[src/rtl/apb_demux_pkg.sv]
// Shared types and sizing helpers for the APB demux and its address decoder.
// Per-instance widths come from the helper functions; sel_idx_t covers the default port count.
package apb_demux_pkg;

  typedef enum logic [1:0] {
    StIdle,
    StAccess,
    StDecErr,
    StAbort
  } state_e;

  function automatic int unsigned idx_width(input int unsigned n);
    return (n > 1) ? $clog2(n) : 1;
  endfunction

  function automatic int unsigned cnt_width(input int unsigned timeout_cycles);
    return (timeout_cycles > 0) ? $clog2(timeout_cycles + 1) : 1;
  endfunction

  localparam int unsigned DefaultNoMst = 4;

  typedef logic [idx_width(DefaultNoMst)-1:0] sel_idx_t;

endpackage

[src/rtl/apb_addr_decode.sv]
// Combinational base/mask rule matcher; the lowest-indexed matching rule wins.
module apb_addr_decode
  import apb_demux_pkg::*;
#(
  parameter int unsigned NoMst     = 4,
  parameter int unsigned AddrWidth = 32,
  parameter int unsigned IdxWidth  = idx_width(NoMst)
) (
  input  logic [AddrWidth-1:0]       addr,
  input  logic [NoMst*AddrWidth-1:0] base,
  input  logic [NoMst*AddrWidth-1:0] mask,
  output logic                       match_valid,
  output logic [IdxWidth-1:0]        idx
);

  always_comb begin
    match_valid = 1'b0;
    idx         = '0;
    // Walk downwards so the lowest matching index is the last one written.
    for (int i = int'(NoMst) - 1; i >= 0; i--) begin
      if ((addr & mask[i*AddrWidth +: AddrWidth]) ==
          (base[i*AddrWidth +: AddrWidth] & mask[i*AddrWidth +: AddrWidth])) begin
        match_valid = 1'b1;
        idx         = IdxWidth'(i);
      end
    end
  end

endmodule

[src/rtl/apb_demux_timeout.sv]
// One-to-NoMst APB demux with decode-error responses and a per-transfer watchdog that
// aborts a hung completer with PSLVERR.
module apb_demux_timeout
  import apb_demux_pkg::*;
#(
  parameter int unsigned NoMst         = 4,
  parameter int unsigned AddrWidth     = 32,
  parameter int unsigned DataWidth     = 32,
  parameter int unsigned TimeoutCycles = 16
) (
  input  logic                       clk_i,
  input  logic                       rst_i,
  input  logic [NoMst*AddrWidth-1:0] addr_base_i,
  input  logic [NoMst*AddrWidth-1:0] addr_mask_i,
  input  logic [AddrWidth-1:0]       slv_paddr_i,
  input  logic [2:0]                 slv_pprot_i,
  input  logic                       slv_psel_i,
  input  logic                       slv_penable_i,
  input  logic                       slv_pwrite_i,
  input  logic [DataWidth-1:0]       slv_pwdata_i,
  input  logic [DataWidth/8-1:0]     slv_pstrb_i,
  output logic                       slv_pready_o,
  output logic [DataWidth-1:0]       slv_prdata_o,
  output logic                       slv_pslverr_o,
  output logic [AddrWidth-1:0]       mst_paddr_o,
  output logic [2:0]                 mst_pprot_o,
  output logic                       mst_penable_o,
  output logic                       mst_pwrite_o,
  output logic [DataWidth-1:0]       mst_pwdata_o,
  output logic [DataWidth/8-1:0]     mst_pstrb_o,
  output logic [NoMst-1:0]           mst_psel_o,
  input  logic [NoMst-1:0]           mst_pready_i,
  input  logic [NoMst-1:0]           mst_pslverr_i,
  input  logic [NoMst*DataWidth-1:0] mst_prdata_i,
  output logic                       timeout_o
);

  localparam int unsigned IdxW = idx_width(NoMst);
  localparam int unsigned CntW = cnt_width(TimeoutCycles);

  state_e          state_q, state_d;
  logic [IdxW-1:0] sel_q, sel_d;
  logic [CntW-1:0] cnt_q, cnt_d;

  logic            match_valid;
  logic [IdxW-1:0] match_idx;

  logic [NoMst-1:0]     match_onehot, sel_onehot;
  logic                 sel_pready, sel_pslverr;
  logic [DataWidth-1:0] sel_prdata;

  logic [NoMst-1:0]     psel;
  logic                 pready, pslverr, timeout;
  logic [DataWidth-1:0] prdata;

  assign mst_paddr_o   = slv_paddr_i;
  assign mst_pprot_o   = slv_pprot_i;
  assign mst_penable_o = slv_penable_i;
  assign mst_pwrite_o  = slv_pwrite_i;
  assign mst_pwdata_o  = slv_pwdata_i;
  assign mst_pstrb_o   = slv_pstrb_i;

  apb_addr_decode #(
    .NoMst    (NoMst),
    .AddrWidth(AddrWidth),
    .IdxWidth (IdxW)
  ) u_decode (
    .addr       (slv_paddr_i),
    .base       (addr_base_i),
    .mask       (addr_mask_i),
    .match_valid(match_valid),
    .idx        (match_idx)
  );

  // Response mux for the registered port; one-hot forms for the setup and access selects.
  always_comb begin
    match_onehot = '0;
    sel_onehot   = '0;
    sel_pready   = 1'b0;
    sel_pslverr  = 1'b0;
    sel_prdata   = '0;
    for (int i = 0; i < int'(NoMst); i++) begin
      match_onehot[i] = (match_idx == IdxW'(i));
      if (sel_q == IdxW'(i)) begin
        sel_onehot[i] = 1'b1;
        sel_pready    = mst_pready_i[i];
        sel_pslverr   = mst_pslverr_i[i];
        sel_prdata    = mst_prdata_i[i*DataWidth +: DataWidth];
      end
    end
  end

  always_comb begin
    state_d = state_q;
    sel_d   = sel_q;
    cnt_d   = cnt_q;
    psel    = '0;
    pready  = 1'b0;
    pslverr = 1'b0;
    prdata  = '0;
    timeout = 1'b0;
    unique case (state_q)
      StIdle: begin
        if (slv_psel_i && !slv_penable_i) begin
          if (match_valid) begin
            psel    = match_onehot;
            sel_d   = match_idx;
            cnt_d   = '0;
            state_d = StAccess;
          end else begin
            state_d = StDecErr;
          end
        end
      end
      StAccess: begin
        if (!slv_psel_i) begin
          // Requester abandoned the transfer: drop it quietly.
          state_d = StIdle;
          cnt_d   = '0;
        end else begin
          psel    = sel_onehot;
          pready  = sel_pready;
          pslverr = sel_pslverr;
          prdata  = sel_prdata;
          if (sel_pready) begin
            state_d = StIdle;
            cnt_d   = '0;
          end else if (TimeoutCycles != 0 && cnt_q == CntW'(TimeoutCycles - 1)) begin
            state_d = StAbort;
            cnt_d   = '0;
          end else begin
            cnt_d = cnt_q + CntW'(1);
          end
        end
      end
      StDecErr: begin
        pready  = 1'b1;
        pslverr = 1'b1;
        state_d = StIdle;
      end
      StAbort: begin
        pready  = 1'b1;
        pslverr = 1'b1;
        timeout = 1'b1;
        state_d = StIdle;
      end
      default: state_d = StIdle;
    endcase
  end

  always_ff @(posedge clk_i) begin
    if (rst_i) begin
      state_q <= StIdle;
      sel_q   <= '0;
      cnt_q   <= '0;
    end else begin
      state_q <= state_d;
      sel_q   <= sel_d;
      cnt_q   <= cnt_d;
    end
  end

  // Responses and selects are held quiet for the whole reset cycle, not just after it.
  assign mst_psel_o    = rst_i ? '0   : psel;
  assign slv_pready_o  = rst_i ? 1'b0 : pready;
  assign slv_pslverr_o = rst_i ? 1'b0 : pslverr;
  assign slv_prdata_o  = rst_i ? '0   : prdata;
  assign timeout_o     = rst_i ? 1'b0 : timeout;

endmodule

[config.mk]
export PLATFORM = sky130hd
export DESIGN_NAME = apb_demux_timeout
export DESIGN_NICKNAME = d
export VERILOG_FILES = /design/src/rtl/apb_demux_pkg.sv /design/src/rtl/apb_addr_decode.sv /design/src/rtl/apb_demux_timeout.sv
export SDC_FILE = /design/constraint.sdc
export NUM_CORES = 1
export LEC_CHECK = 0
export CAP_MARGIN = 20
export CORE_AREA = 3 3 225 227
export DETAILED_ROUTE_END_ITERATION = 10
export DIE_AREA = 0 0 228 230
export PLACE_DENSITY = 0.35
export SLEW_MARGIN = 20
export SYNTH_ARGS = -nofsm -noshare
export SYNTH_HDL_FRONTEND = slang
export SYNTH_SLANG_ARGS = --single-unit
[constraint.sdc]
create_clock -name clk_i -period 5.68 [get_ports clk_i]
set_clock_uncertainty 0.1 [all_clocks]
set_input_delay 0.852 -clock clk_i [delete_from_list [all_inputs] [get_ports clk_i]]
set_output_delay 0.852 -clock clk_i [all_outputs]
set_load 0.005 [all_outputs]
# [After elaboration in Yosys (flattened, before gate mapping)]
# Index checks and enable logic that the tools add are counted.
[op_classes] n_addsub=1 eq_ne=17 muxes=52 bitwise_logic=8 n_reduce_logical=10
[op_table] op="bitwise AND 32 bit" count=8
[op_table] op="2-to-1 mux 32 bit" count=7
[op_table] op="equality test 32 bit" count=4
[op_table] op="2-to-1 mux 5 bit" count=5
[op_table] op="2-to-1 mux 1 bit" count=22
[op_table] op="2-to-1 mux 2 bit" count=9
[op_table] op="2-to-1 mux 4 bit" count=4
[op_table] op="equality test 2 bit (second input constant)" count=6
[op_table] op="case mux 5 bit (2 select lines)" count=1
[op_table] op="case mux 4 bit (2 select lines)" count=1
[op_table] op="equality test 2 x 1 -> 1 bit (second input constant)" count=3
[op_table] op="logical NOT 2 bit" count=3
[op_table] op="case mux 2 bit (3 select lines)" count=1
[op_table] op="AND reduction 3 bit" count=2
[op_table] op="adder 5 x 1 -> 5 bit (second input constant)" count=1
[op_table] op="equality test 5 x 4 -> 1 bit (second input constant)" count=1
[op_table] op="inequality test 2 bit (second input constant)" count=2
[op_table] op="inequality test 4 bit (second input constant)" count=1
[op_table] op="case mux 1 bit (2 select lines)" count=2
[op_table] op="AND reduction 2 bit" count=1
[op_table] op="nonzero test 2 bit" count=1
[op_table] op="OR reduction 2 bit" count=1
[op_table] op="logical AND 1 bit" count=1
[op_table] op="logical NOT 1 bit" count=1
[totals] register_bits=9 input_bits=468

# [Longest topological paths before layout]
[logic_depth] depth_word=11 mapped_depth=7 mapped_depth_nobuf=7

# [Cells and area by module]
# From an unflattened synthesis, not the netlist that was laid out.
[unflattened] hier_cells=442 area_unflattened_um2=3982.6
[modules_own_cells] mod="apb_demux_timeout" instances=1 cells_per_inst=224 area_per_inst_um2=2199.6
[modules_own_cells] mod="apb_addr_decode" instances=1 cells_per_inst=218 area_per_inst_um2=1783.0

# [Least setup slack after synthesis]
# Ideal clock, no wire load.
[synth_timing] path_type="input to output" start="input port slv_paddr_i[16]" end="output port mst_psel_o[3]" t_arrival_ns=2.100 required_ns=4.728 path_slack_ns=2.628 cell_stages=7 path_buffers=0 cell_sequence="xor2_1 > a22oi_1 > nand4_1 > nor4_4 > and2b_1 > nand3b_1 > a21oi_1"
[synth_via] elab_chain_cells=11 word_cells_on_any_way=21
[synth_lines] item="start: declaration" line="apb_demux_timeout.sv:15" source="input logic [AddrWidth-1:0] slv_paddr_i,"
[synth_lines] item="bitwise AND 32 bit" line="apb_addr_decode.sv:21" source="if ((addr & mask[i*AddrWidth +: AddrWidth]) =="
[synth_lines] item="equality test 32 bit" line="apb_addr_decode.sv:21"
[synth_lines] item="2-to-1 mux 2 bit (4 in series)" line="apb_addr_decode.sv:21"
[synth_lines] item="equality test 2 bit" line="apb_demux_timeout.sv:83" source="match_onehot[i] = (match_idx == IdxW'(i));"
[synth_lines] item="2-to-1 mux 4 bit (*)" line="apb_demux_timeout.sv:105" source="if (match_valid) begin"
[synth_lines] item="2-to-1 mux 4 bit (*)" line="apb_demux_timeout.sv:104" source="if (slv_psel_i && !slv_penable_i) begin"
[synth_lines] item="case mux 4 bit (2 select lines) (*)" line="apb_demux_timeout.sv:102" source="unique case (state_q)"
[synth_lines] item="2-to-1 mux 4 bit (*)" line="apb_demux_timeout.sv:164" source="assign mst_psel_o = rst_i ? '0 : psel;"
[synth_lines] item="end: declaration" line="apb_demux_timeout.sv:31" source="output logic [NoMst-1:0] mst_psel_o,"
# Every way passes the cells marked *; elsewhere a longest branch is shown, timed or not.

# [Final worst setup path]
[layout_timing] start="input port slv_paddr_i[12]" end="output port mst_psel_o[3]"
# The elaborated chain is that of the path after synthesis.

==> results.md <==
- Outcome: complete, no violations
- Clock power share: 0.168
- Vias in the first global route: 5,744
- WHS: around 0.35 ns
- Antenna violations before repair: 0
- Setup_tns: 0 ns
- GRT overflow: 0
- # fillers: ~5,500
- Worst skew pair latency: between 0.2 and 0.25 ns
- Final setup vio count: 0
- Mux cell area share after synthesis: 0.194
- Post-CTS setup buffers: 0
- Commonest non-fill, non-tap cell in the layout: clkdlybuf4s50_1
- Core Area: 48,800 um^2
- Final WL: 30,500 um
- P&R area growth vs syn: 134%
- Synth Area in XOR/XNOR: 0.280
- Adder-cell share of the synthesized area: 0.00312
- Simple-gate share of the synthesized area: 0.163
- Synth cell types: 36
- Worst IR drop on VDD: 0.0590 mV
- Die X: roughly 230 um
- FF+latch count, synth: 9
- Drt wl/cell: 19.9 um
- Combinational Power Share: 0.743
- Top Ports: 580
- Final Max Slew Viols: 0
- Total Nets Final: 1,340
- Via count: a little over 5,000
- Residual DRC count: 0
- Sequential power share: 0.088
- Post-DR vias/cell: 3.30
- Syn Inst Count: 447
- Worst Path Required: 4.73 ns
- Compound-gate portion of the synthesized area: 0.163
- Final Cell Area: 9370 um^2
- PwrDens: ~79 nW/um^2
- Fin. Hold Viols: 0
- Worst-path clk slew: 0.04 ns
- Inserted Diodes: 0
- CTS Hold Buffers Added: 0
- CTS max path bufs: 2
- Total CTS buffers: 3
- Unrepaired setup endpoints after global routing: no
- RD Place Congestion: around 0.78
- Row count: just over 80
- Crit-path max FO: 4
- Leak: around 3.2 nW
- Max-Cap Viols: 0
- Share of cells above drive strength 1: 0.0736
- Max-slew headroom: 0.431
- Drt first pass iters: 6
- Main combinational cell family by area after synthesis: XOR/XNOR gates
- Post-Synthesis Cell Area: around 4000 um^2
- Arrival time at the worst endpoint: 4.20 ns
- Worst Tran Pin Value: about 0.85 ns
- Tcrit/Tclk final: 0.906
- Crit path kind: input port to output port
- Total GRT Usage: 0.109
- Fmax achieved: 194 MHz
- Die area: between 50,000 and 60,000 um^2
- Most frequent cells in the layout: 499 x clkdlybuf4s50_1, 128 x xor2_1, 66 x a22oi_1
- Post_cts resized: 0
- Register area share after synthesis: 0.0450
- Number of DRC markers in iteration 0: 136
- CP Capture Type: output port
- Starting Density: 0.0820
- Internal power: 522 uW
- Hold/Removal Path Class: flop to flop
- Syn nets: 916
- Die Span Y: 230 um
- Synth warnings: 0
- Number of port buffers: 499
- CP Launch Type: input port
- Switching part of the total: 0.297
- CTS tree: done
- Switch Pwr: 220 uW
- Placed cell area: 9290 um^2
- Sink Count: 9
- Synth Area per Inst: 8.97 um^2
- Minimum clock period: 5.15 ns
- DPL Wire Length: 28,200 um
- H-tree depth: 1
- Root Driver: clkbuf_16
- Largest net degree at the start of global routing: 39
- Final ANT Viol Nets: 0
- Final core utilization: 0.192
- First-pass GRT wire length: about 42,000 um
[final cells by class]
cell class              count  area [um^2]  share of cell area
repair buffers            507         5050               0.540
multi-input cells         349         3220               0.343
well taps                 664          831              0.0887
flip-flops and latches      9          183              0.0195
inverters                   1         3.75            0.000401
clock buffers               4         78.8             0.00842
[path summary, 6_finish.rpt]
kind | startpoint | to | slack [ns] | cells after the start
max | slv_paddr_i[12] | mst_psel_o[3] | 0.53 | 10
min reg2reg | cnt_q[4] | cnt_q[4] | 0.35 | 2
max reg2reg | sel_q[1] | cnt_q[3] | 3.28 | 7
min | cnt_q[4] | cnt_q[4] | 0.35 | 2
[synth_stat cells]
cell      number  area share
nand3b_1       3      0.0056
dfxtp_1        9       0.045
o21ai_1        1      0.0012
nor4_4         5       0.027
nand2b_4       1      0.0034
nand4_1       13       0.020
a21oi_1        9       0.011
buf_4         73        0.14
buf_2          3      0.0037
a311oi_2       1      0.0037
and2b_1        1      0.0019
a22oi_2        1      0.0031
or3_1          1      0.0016
or2_2          1      0.0016
a31oi_1        2      0.0031
a41oi_1        1      0.0022
nor2_1        16       0.015
clkbuf_1      12       0.011
a21o_1         1      0.0019
nor3_2         1      0.0025
nor2b_1       35       0.055
a211oi_2       2      0.0062
mux2i_1        1      0.0025
xor2_1       128        0.28
o21ai_0        2      0.0025
nand2_1        5      0.0047
nand4_2        3      0.0094
a22oi_1       66        0.12
nor3_1         5      0.0062
inv_2          1     0.00094
ha_1           1      0.0031
nand3_1        4      0.0050
a21oi_2        1      0.0022
nand2b_1       3      0.0047
mux4_2        34        0.19
o31ai_1        1      0.0019
[flip-flops by register name, indices dropped and copies added (netlist names)]
register / flops
cnt_q: 5
sel_q: 2
state_q: 2
[critical path, cell delays in order]
cell and delay, ns:
clkdlybuf4s50_1 0.64, buf_4 0.29, xor2_1 0.17, a22oi_1 0.34, nand4_1 0.38, nor4_4 0.61
and2b_1 0.28, nand3b_1 0.09, a21oi_1 0.07, clkdlybuf4s50_1 0.46
[per-layer routing]
| metal | part of all wire | up-vias | global-route usage |
|---|---|---|---|
| li1 | - | 2426 | - |
| met1 | 0.40 | 2312 | 0.127 |
| met2 | 0.52 | 306 | 0.204 |
| met3 | 0.075 | 17 | 0.0292 |
| met4 | 0.012 | 0 | 0.0126 |
| met5 | 0 | - | 0 |
[power groups by stage]
stage	logic (mW)	clock network [mW]	registers, mW
floorplan	0.175	0	0.0654
global placement	0.561	0	0.0667
detailed placement	0.562	0	0.0666
CTS	0.565	0.128	0.0655
global route	0.592	0.130	0.0657
finish	0.551	0.125	0.0655
[per-stage QoR]
step	setup slack, ns	std cells	power, mW
after floorplan	2.63	447	0.241
after global placement	0.374	1530	0.627
after detailed placement	0.411	1530	0.628
after CTS	0.407	1534	0.759
after global routing	0.317	1534	0.788
final	0.532	1534	0.742
[kinds of logic (layout without fill, tap and decap cells)]
logic type | count (synthesis) | count (layout)
compound gates | 88 | 88
xor+xnor | 128 | 128
fa+ha+maj | 1 | 1
buf+inv | 89 | 512
flops | 9 | 9
mux | 35 | 35
simple gates | 97 | 97
(Power assumes the default switching activity.)
==> edit, RTL diff (same settings) <==
Make the reset (`rst_i`) asynchronous in one clocked block.
--- a/src/rtl/apb_demux_timeout.sv
+++ b/src/rtl/apb_demux_timeout.sv
@@ -148,7 +148,7 @@
     endcase
   end
 
-  always_ff @(posedge clk_i) begin
+  always_ff @(posedge clk_i or posedge rst_i) begin
     if (rst_i) begin
       state_q <= StIdle;
       sel_q   <= '0;
Behaviour: same outputs for any inputs over 4 cycles, from zero or initial values and one cycle with rst_i high; that may be too few to reach the edited logic, so the function may still have changed.
==> edit against the unedited design <==
  * Power grew 2.7%
  * Setup slack gained 0.35 ns
  * Non-clock buffer count fell by 3
  * Routed wire length shrank 4.7%
  * Final area is 1.2% lower
  * Synthesized area is 2.6% lower
  * Sequential cell count is the same
  * Critical endpoint is now mst_psel_o[1]
==> edit: results <==
setup_path:
  crit_fanout: 6
  r2r_slack_ns: 3.02
placement:
  gp_routability_congestion: 0.806
  dp_hpwl_mm: 26.7
power:
  p_sw_mw: 0.230
  p_seq_mw: 0.0791
  switching_share_pct: 30.2
yosys:
  synthArstFlopShare_pct: 100
  synthAdderAreaFrac_pct: 0.321
  synthTopCellsByArea: "xor2_1 29%, mux4_2 20%, buf_4 14%, a22oi_1 12%, dfrtp_1 5.8%"
  synth-seq-area-share_pct: 5.77
  synth_xor_area_share_pct: 28.7
  synth_compound_area_share_pct: 15.4
routing:
  drt_pass1_iterations: 4
  wl_met1_mm: 11.8
  top_layer: "met5"
  routed_wl_mm: 29.1
  dr_wl_met2_mm: 14.9
  drt_iter0_drc: 88
timing:
  hold_ws_ns: 0.401
final_layout:
  n_fill_cell: 5497
  nNetsFinal: 1331
global_route:
  track_usage_pct: 10.5
  antenna_found_initial: 1
status:
  status: "finished clean"
edit: changes by cell type after synthesis, sizes merged, moves of 3 or more:
cell,change
a21oi,-5
a22oi,-3
and2,+33
clkbuf,-5
dfrtp,+9
dfxtp,-9
inv,+5
nand2b,-3
nand3b,-3
nor2b,-32
edit: worst max-delay path: cells and delay by family:
family	cells	cell delay, ns
AOI/OAI and AO/OA	2	0.78
xor gates and xnor gates	1	0.27
buffers and inverters	2	1.17
and+or+nand+nor	3	0.76
edit: metrics by stage:
stage	instance area (um^2)	utilization, %	worst slack [ns]	std cells
after floorplan	3900	-	2.65	438
after global placement	9180	18.8	0.663	1521
after detailed placement	9180	18.8	0.659	1521
after CTS	9260	18.9	0.642	1525
after global routing	9260	18.9	0.534	1525
final	9260	18.9	0.884	1525
edit: final cells by class:
cell class | count | share of cell area [%]
Timing Repair Buffer | 504 | 54.4
Multi-Input combinational cell | 338 | 33.1
Tap cell | 664 | 8.98
Sequential cell | 9 | 2.45
Clock buffer | 4 | 0.852
Inverter | 6 | 0.243
edit: worst paths after layout:
check,from,endpoint,cells after the start
max,slv_paddr_i[25],mst_psel_o[1],8
min,cnt_q[0]$_DFFE_PP0P_,cnt_q[0]$_DFFE_PP0P_,1
max reg2reg,sel_q[0]$_DFFE_PP0P_,cnt_q[3]$_DFFE_PP0P_,6
min reg2reg,cnt_q[0]$_DFFE_PP0P_,cnt_q[0]$_DFFE_PP0P_,1
max in group asynchronous,rst_i,sel_q[0]$_DFFE_PP0P_,2
min in group asynchronous,rst_i,cnt_q[1]$_DFFE_PP0P_,2
edit: per-layer routing:
layer / global-route usage [%] / vias to the layer above
met5: 0 / -
met4: 1.54 / 2
met3: 2.32 / 20
met2: 19.3 / 293
met1: 12.6 / 2263
li1: - / 2392
